--- config.mk ---
export PLATFORM = sky130hd
export DESIGN_NAME = mult_booth
export DESIGN_NICKNAME = d
export VERILOG_FILES = /design/src/rtl/mult_booth.sv
export SDC_FILE = /design/constraint.sdc
export NUM_CORES = 1
export LEC_CHECK = 0
export BUFFER_PORTS_ARGS = -buffer_cell sky130_fd_sc_hd__buf_4
export CAP_MARGIN = 15
export CORE_ASPECT_RATIO = 0.7
export CORE_UTILIZATION = 56
export CTS_CLUSTER_DIAMETER = 30
export DETAILED_ROUTE_END_ITERATION = 12
export PLACE_DENSITY = 0.89
export SLEW_MARGIN = 20
export SYNTH_ARGS = -nofsm -noshare
export SYNTH_HDL_FRONTEND = slang
export SYNTH_SLANG_ARGS = --single-unit
--- constraint.sdc ---
create_clock -name clock -period 5.1 [get_ports clock]
set_input_delay 0.255 -clock clock [delete_from_list [all_inputs] [get_ports clock]]
set_output_delay 0.255 -clock clock [all_outputs]
set_load 0.1 [all_outputs]
--- src/rtl/mult_booth.sv ---
// Iterative radix-2 Booth signed multiplier (32x32 -> low 32 bits + overflow flag).
// Latency: 32 cycles from the start edge to data_resultRDY; one add/shift step per cycle.
// No backpressure: ctrl_MULT restarts the operation in any state; the result is held until the next start.
//
// Ports:
//   clock, reset        - single clock, synchronous active-high reset
//   ctrl_MULT           - start pulse, latches data_operandA (M) and data_operandB (Q)
//   data_operandA/B     - signed 32-bit multiplicand / multiplier
//   data_result         - product bits [31:0]
//   data_exception      - product does not fit in a signed 32-bit value
//   data_resultRDY      - one-cycle result-valid pulse
//   busy                - high while the step loop is running

// 32-bit carry-lookahead adder: 4-bit lookahead groups chained by group carries.
// o_ovf is the signed overflow (carry into bit 31 XOR carry out of bit 31).
module cla_add (
  input  logic [31:0] i_a,
  input  logic [31:0] i_b,
  input  logic        i_cin,
  output logic [31:0] o_sum,
  output logic        o_ovf
);
  logic [31:0] w_g;
  logic [31:0] w_p;
  logic [32:0] w_c;
  logic [7:0]  w_gg;
  logic [7:0]  w_gp;

  always_comb begin
    w_g  = i_a & i_b;
    w_p  = i_a ^ i_b;
    w_c  = '0;
    w_gg = '0;
    w_gp = '0;
    w_c[0] = i_cin;
    for (int k = 0; k < 8; k++) begin
      w_c[4*k+1] = w_g[4*k] | (w_p[4*k] & w_c[4*k]);
      w_c[4*k+2] = w_g[4*k+1] | (w_p[4*k+1] & w_g[4*k])
                 | (w_p[4*k+1] & w_p[4*k] & w_c[4*k]);
      w_c[4*k+3] = w_g[4*k+2] | (w_p[4*k+2] & w_g[4*k+1])
                 | (w_p[4*k+2] & w_p[4*k+1] & w_g[4*k])
                 | (w_p[4*k+2] & w_p[4*k+1] & w_p[4*k] & w_c[4*k]);
      w_gg[k]    = w_g[4*k+3] | (w_p[4*k+3] & w_g[4*k+2])
                 | (w_p[4*k+3] & w_p[4*k+2] & w_g[4*k+1])
                 | (w_p[4*k+3] & w_p[4*k+2] & w_p[4*k+1] & w_g[4*k]);
      w_gp[k]    = &w_p[4*k +: 4];
      w_c[4*k+4] = w_gg[k] | (w_gp[k] & w_c[4*k]);
    end
  end

  assign o_sum = w_p ^ w_c[31:0];
  assign o_ovf = w_c[32] ^ w_c[31];
endmodule

module mult_booth (
  input  logic        clock,
  input  logic        reset,
  input  logic        ctrl_MULT,
  input  logic [31:0] data_operandA,
  input  logic [31:0] data_operandB,
  output logic [31:0] data_result,
  output logic        data_exception,
  output logic        data_resultRDY,
  output logic        busy
);
  typedef enum logic [1:0] {
    S_IDLE = 2'd0,
    S_RUN  = 2'd1,
    S_DONE = 2'd2
  } state_t;

  state_t      r_state;
  state_t      w_state_nxt;
  logic [31:0] r_m;
  logic [31:0] r_a;
  logic [31:0] r_q;
  logic        r_q1;
  logic [5:0]  r_cnt;

  logic [31:0] w_add_b;
  logic        w_add_cin;
  logic [31:0] w_sum;
  logic        w_ovf;
  logic        w_ext;
  logic [32:0] w_hi;

  // Booth recoding of {Q[0], q_1}: 01 adds M, 10 subtracts M (~M + 1), else adds 0.
  // The adder is always driven; its result only matters in RUN.
  always_comb begin
    w_add_b   = '0;
    w_add_cin = 1'b0;
    case ({r_q[0], r_q1})
      2'b01: begin
        w_add_b   = r_m;
        w_add_cin = 1'b0;
      end
      2'b10: begin
        w_add_b   = ~r_m;
        w_add_cin = 1'b1;
      end
      default: begin
        w_add_b   = '0;
        w_add_cin = 1'b0;
      end
    endcase
  end

  cla_add u_cla_add (
    .i_a   (r_a),
    .i_b   (w_add_b),
    .i_cin (w_add_cin),
    .o_sum (w_sum),
    .o_ovf (w_ovf)
  );

  // True sign of the 33-bit sum: a signed overflow flips the visible bit 31.
  // This keeps the arithmetic shift correct when A +/- M leaves 32-bit range.
  assign w_ext = w_sum[31] ^ w_ovf;

  always_ff @(posedge clock) begin
    if (reset) begin
      r_state <= S_IDLE;
    end else begin
      r_state <= w_state_nxt;
    end
  end

  always_comb begin
    w_state_nxt = r_state;
    if (ctrl_MULT) begin
      w_state_nxt = S_RUN;
    end else begin
      case (r_state)
        S_RUN:   if (r_cnt == 6'd31) w_state_nxt = S_DONE;
        S_DONE:  w_state_nxt = S_IDLE;
        default: w_state_nxt = S_IDLE;
      endcase
    end
  end

  always_ff @(posedge clock) begin
    if (reset) begin
      r_m   <= '0;
      r_a   <= '0;
      r_q   <= '0;
      r_q1  <= 1'b0;
      r_cnt <= '0;
    end else if (ctrl_MULT) begin
      r_m   <= data_operandA;
      r_a   <= '0;
      r_q   <= data_operandB;
      r_q1  <= 1'b0;
      r_cnt <= '0;
    end else if (r_state == S_RUN) begin
      r_a   <= {w_ext, w_sum[31:1]};
      r_q   <= {w_sum[0], r_q[31:1]};
      r_q1  <= r_q[0];
      r_cnt <= r_cnt + 6'd1;
    end
  end

  // The product fits in 32 signed bits only when bits [63:31] are a pure sign extension.
  assign w_hi           = {r_a, r_q[31]};
  assign data_result    = r_q;
  assign data_exception = ~((&w_hi) | ~(|w_hi));
  assign data_resultRDY = (r_state == S_DONE);
  assign busy           = (r_state == S_RUN);
endmodule

### Word level (Yosys, flattened, before mapping)

Cells that the tools add are included.

* logic and storage cells: 244
* flip-flop bits (word level): 105
* input port bits: 67

* reduce and logical (&&, ||, !) cells: 13
* equality and inequality tests: 6
* mux-type cells: 7
* bitwise operators: 210
* add/sub/neg operators: 1

Operators by type and width (count)
* 1-bit bitwise AND: 120
* 1-bit OR: 81
* 32-bit two-way mux: 2
* 32-bit case mux with 2 select lines: 1
* 32-bit bitwise XOR: 2
* 33-bit AND reduction: 1
* 33-bit OR reduction: 1
* 32-bit bitwise AND: 1
* 32-bit NOT: 1
* 4-bit AND reduction: 8
* 6-bit by 1-bit adder with 6-bit output, second input constant: 1
* 6-bit by 5-bit equality test with 1-bit output, second input constant: 1
* 2-bit by 1-bit equality test with 1-bit output, second input constant: 2
* 2-bit equality test, second input constant: 2
* 1-bit two-way mux: 4
* 3-bit by 2-bit inequality test with 1-bit output, second input constant: 1
* 1-bit NOT: 3
* 3-bit OR reduction: 1
* 2-bit nonzero test: 1
* 2-bit OR reduction: 1
* 1-bit bitwise XOR: 2

### Depth between registers and ports, before layout

* depth after elaboration: 25
* mapped depth: 16

### Modules after synthesis

A second synthesis with hierarchy kept.

* cell total of the unflattened synthesis: 760
* area total of the unflattened synthesis: 6094.6 um^2

By module, submodules not included
* mult_booth: sequential area each 2102.0 um^2, area an instance 4631.9 um^2, instances 1, cells each 592
* cla_add: sequential area each 0.0 um^2, area an instance 1462.7 um^2, instances 1, cells each 168

### Worst setup path after synthesis

No wires, ideal clock.

* path type: flip-flop to flip-flop
* start point: register r_q[0] (netlist: data_result[0])
* end point: register r_a[28]
* period minus slack after synthesis: 4.281 ns
* cell stages (with the launch flop): 15
* setup slack: 0.819 ns
* data arrival time: 4.091 ns
* library setup time: 0.191 ns
* buffers on the path: 1
* data required time: 4.909 ns
* cells stage by stage: dfxtp_1 > nand2b_1 > clkbuf_1 > o21ai_0 > ha_1 > a21o_1 > a21o_1 > a221oi_4 > o41ai_2 > o21a_1 > o21a_1 > or2_2 > fa_1 > xnor2_1 > a211oi_1

* longest elaborated chain between the ends: 23
* elaborated cells on any way between the ends: 86
* classes of those cells: eq/ne: 2; mux: 2; bitwise: 75; reduce/logical: 7

RTL lines
* start: declaration: RTL line 76 `logic [31:0] r_q;`
* start signal: assignment: RTL line 151 `r_q <= data_operandB;`
* start signal: assignment: RTL line 156 `r_q <= {w_sum[0], r_q[31:1]};`
* 2-bit equality test or 2-bit by 1-bit equality test with 1-bit output (tied branches): RTL line 92 `case ({r_q[0], r_q1})`
* 32-bit case mux with 2 select lines: RTL line 92
* 32-bit bitwise XOR or 32-bit bitwise AND (tied branches): RTL line 31, 30
* 1-bit bitwise AND (on tied branches): RTL line 43, 44, 45
* 1-bit OR (tied with other cells): RTL line 43 `w_gg[k] = w_g[4*k+3] | (w_p[4*k+3] & w_g[4*k+2])`
* 1-bit OR or 1-bit bitwise AND (tied branches): RTL line 44, 45
* 1-bit OR: RTL line 45 `| (w_p[4*k+3] & w_p[4*k+2] & w_p[4*k+1] & w_g[4*k]);`
* 1-bit OR: RTL line 47 `w_c[4*k+4] = w_gg[k] | (w_gp[k] & w_c[4*k]);`
* (+7 left out)
* 1-bit OR: RTL line 47
* 1-bit bitwise AND: RTL line 47
* 1-bit OR: RTL line 47
* 1-bit bitwise AND: RTL line 47
* 1-bit OR: RTL line 47
* 1-bit bitwise AND: RTL line 37 `w_c[4*k+1] = w_g[4*k] | (w_p[4*k] & w_c[4*k]);`
* 1-bit OR: RTL line 37
* 32-bit bitwise XOR *: RTL line 51 `assign o_sum = w_p ^ w_c[31:0];`
* end signal: assignment: RTL line 155 `r_a <= {w_ext, w_sum[31:1]};`
* end: declaration: RTL line 75 `logic [31:0] r_a;`

Every way passes the cells marked *; elsewhere a longest branch is shown, timed or not.
A chain may end at the register's enable or synchronous reset.

### Worst setup path after layout

Ends and elaborated chain as after synthesis.

==> results.md <==
Outcome:
- The run finished with clean final reports.

STA:
- The relative max-transition margin is 40.89%.
- The slew at the pin closest to its max-slew limit is about 890 ps.
- The maximum clock rate is 234.5 MHz.
- The post-layout worst setup margin is 835.5 ps.
- The total count of max-transition violations in the final report was 0.
- The clock period minus final worst setup slack is 4265 ps.
- Across the routed clock network, the largest skew measured is 7.254 ps.
- The final clock period utilization by the worst path is 83.62%.
- Setup repair after global routing left no endpoint under its margin.
- The total of endpoints with negative setup slack in the final report is 0.
- In the final timing run, aggregate negative setup slack is 0 ps.
- The total count of hold-check failures in the final report is 0.

Clocking:
- Clock-pin slew was measured on the worst setup and hold paths at 70 ps.
- Clock tree synthesis found a total of 105 sinks.
- The cell at the root of the clock tree is clkbuf_16.
- The clock network latency to the later pin of the worst-skew pair is 350 ps.
- The number of post-CTS setup repair buffers is 0.
- TritonCTS built the clock tree.
- The number of buffers added by the clock tree synthesis step is 9.
- After clock tree synthesis, the repair step resized 0 gates.
- The worst-case clock buffer depth is 2.
- The number of buffers inserted for hold repair after clock tree synthesis is 0.
- The H-tree generated during clock tree synthesis spans 3 levels.

Floorplanning:
- The die covers 0.01073 mm².
- The die is between 100 and 150 µm wide.
- The number of top-level pins is 102.
- The floorplan has 30 rows.
- The die height is 86.97 µm.
- The area inside the core boundary is 0.009872 mm².
- The initial utilization of the core area, before any placement, comes to 58.50%.

Pwr:
- The combinational cell fraction of total power is 20.5%.
- The register share of total power is 45.7%.
- Internal power comes to 0.001320 W.
- The net load switching power is roughly 0.00063 W.
- The peak supply drop is 0.1922 mV.
- For this design the static power due to leakage is 2.909 nW.
- The total power consumption of the routed design is 0.001950 W.
- For this design the ratio of total power to cell area is 284.2 mW/mm².
- The share of total power dissipated in the clock network is 33.8%.
- In this run switching power makes up 32.32% of total power.

Layout:
- The final layout contains 929 nets.
- The area growth from synthesis to layout is 18.78%.
- After filler insertion, the fill cell instance count of the layout stands at roughly 800.
- Summing all flip-flop and latch instances after layout gives 0.002102 mm².
- The count of placed standard cells in the final layout, fillers left out is 955.
- Of the cells placed in the final design, the portion with a size suffix greater than 1 is approximately 17%.
- The area of the multi-input gates is 0.003478 mm².
- The antenna cell count is 0.

Placed design:
- The count of buffers from port buffering is 101.
- Summed over all nets, the half-perimeter wirelength after detailed placement is 10320 µm.
- Timing analysis after detailed placement gives a worst setup slack of 733.9 ps.
- After detailed placement, the design holds a cell count of approximately 940.
- The last weighted congestion value of the routability-driven placer is 0.9964.

Setup path:
- The cell depth of the worst flop-to-flop path is 14.
- Data arrives at the worst endpoint at around 4500 ps.
- The critical register-to-register path endpoint is r_a[28]$_SDFFE_PP0P_.
- The worst register-to-register path begins at data_result[0]$_SDFFE_PP0P_.
- Following the worst setup path forward leads to its endpoint at r_a[28]$_SDFFE_PP0P_.
- The type of the setup path with the least slack is flop to flop.
- The kind of end point of the critical path is a flop.
- The start point of the critical path is data_result[0]$_SDFFE_PP0P_.
- The setup check on the worst reg-to-reg path leaves a slack of 840 ps.
- In this run the worst path has a maximum fanout of 18.
- STA puts the critical path data required time at approximately 5400 ps.
- The worst setup path is launched from a flop.

Hold path:
- The tightest min-delay check is of the primary input to flop type.

Logic synthesis:
- The xor and xnor area share after synthesis is 2.730%.
- The combinational family with the most area after synthesis is simple AND/OR/NAND/NOR gates.
- The net count after synthesis is 854.
- The cell count after synthesis is ~750.
- Counting flops and latches in the post-synthesis netlist gives 105.
- The synthesized netlist devotes a little under a fifth of its cell area to compound gates.
- The proportion of synthesized chip area in sequential cells is 36.40%.
- The synthesized area is approximately 0.0058 mm².
- The synthesized netlist devotes 9.575% of its cell area to adder and majority cells.
- A synthesized cell averages 7.732 µm².
- Measured against the total synthesized area, the mux share comes to 5.719%.
- Among all flip-flop cells after synthesis, the most frequent one is dfxtp_1.
- Of the total synthesized cell area, the portion taken by AND, OR, NAND and NOR gates is 22.92%.
- The number of warnings issued by yosys is 0.
- Yosys mapped the design onto 50 distinct sky130hd cell types.
- The fraction of synthesis flops using an asynchronous set or reset pin is 0%.
- The synthesized design contains 0 enable-type register cells.

Route:
- The detail route stage leaves a number of antenna-violating nets equal to 0.
- The first-pass iteration count of the detailed router is 5.
- For this block, the routed nets add up to 14730 µm of wire.
- The DRC violation count after routing is 0.
- The via total after detailed routing is 5564.
- The routed via count divided by cell count is 5.826.
- The initial DRC count is 505.
- The wire length per cell is about 15 µm.

Flow run:
- Max-cap violations in this run came to 0.

Global routing:
- Global routing finished with a remaining overflow of 0.
- The pin count of the biggest net entering global routing is 82.
- The via count of the first global-routing pass came to 4860.
- The number of antenna violations at the first check in global routing is 0.
- Global routing used 27.69% of the available tracks.
- The first global-routing pass estimated 23410 µm of wire.
final cells by class:
class / instances / share of cell area (%)
timing repair buffer: 106 / 11.60
inverter: 12 / 0.6566
clock buffer: 9 / 3.283
clock inverter: 7 / 0.7842
multi-input combinational: 588 / 50.70
tap: 128 / 2.334
sequential: 105 / 30.64
worst min-delay path by stage:
stage / start / end / cells past startpoint
CTS: data_operandB[9] / data_result[9]$_SDFFE_PP0P_ / 3
global placement: r_q1$_SDFFE_PP0P_ / r_q1$_SDFFE_PP0P_ / 2
global route: data_operandB[9] / data_result[9]$_SDFFE_PP0P_ / 3
floorplan: data_operandB[0] / data_result[0]$_SDFFE_PP0P_ / 2
detailed placement: r_q1$_SDFFE_PP0P_ / r_q1$_SDFFE_PP0P_ / 2
finish: data_operandB[9] / data_result[9]$_SDFFE_PP0P_ / 3
synth_stat cells, types with 10 or more instances:
library cell	n	area, µm²
dfxtp_1	105	2102
nor2_1	88	330.3
inv_1	11	41.29
clkbuf_1	35	131.4
nor4_1	10	62.56
xnor2_1	12	105.1
nand4_1	11	68.82
mux2i_1	33	330.3
nand2_1	154	578.1
o21ai_0	48	240.2
ha_1	33	412.9
a21oi_1	102	510.5
metrics by stage:
| stage | hold slack, ps | instance area (µm²) | util [%] |
|---|---|---|---|
| floorplan | 398.6 | 5776 | - |
| global placement | 457.3 | 6579 | 66.64 |
| detailed placement | 470.4 | 6579 | 66.64 |
| CTS | 128.0 | 6858 | 69.47 |
| global route | 128.4 | 6860 | 69.49 |
| finish | 130.3 | 6860 | 69.49 |
power groups by stage:
stage / registers [W] / clock network, W / logic, W
CTS: 0.000890 / 0.000665 / 0.000400
floorplan: 0.00101 / 0 / 0.000186
global placement: 0.000907 / 0 / 0.000385
detailed placement: 0.000909 / 0 / 0.000398
finish: 0.000891 / 0.000658 / 0.000400
global route: 0.000896 / 0.000700 / 0.000428
placed cells by master (no fill, tap or decap), types with 11 or more instances in the layout:
cell,netlist,routed
mux2i_1,33,33
nor2_1,88,88
o21ai_0,48,48
buf_4,0,106
nand4_1,11,11
a21oi_1,102,102
nand2_1,154,154
xnor2_1,12,12
ha_1,33,33
inv_1,11,11
dfxtp_1,105,105
state kept, by name (all words and copies together) (netlist names):
signal       flops
r_state          2
r_q1             1
data_result     32
r_cnt            6
r_m             32
r_a             32
cell families (layout without fill, tap and decap cells):
group	after synthesis	in the layout
and+or+nand+nor	309	309
buffers and inverters	54	134
muxes	33	33
adders and majority gates	40	40
xor gates and xnor gates	18	18
AOI/OAI and AO/OA	188	188
DFF	105	105
per-layer routing:
metal	part of all wire, %	GRT usage (%)
met1	44	37.14
met2	48	44.95
met3	6.8	6.217
met4	0.87	7.338
met5	0	0
worst max-delay path, cell delays in order, from the launching register on:
cell	delay (ps)
dfxtp_1	380
nor2b_2	700
nand2_1	140
o21ai_0	130
ha_1	330
a21oi_1	220
o21ai_0	210
a22oi_1	420
a21oi_2	160
o21a_1	230
o21a_1	190
or2_2	280
fa_1	410
xnor2_1	150
a211oi_1	220
Note: power is estimated with default switching activity, not from simulation.
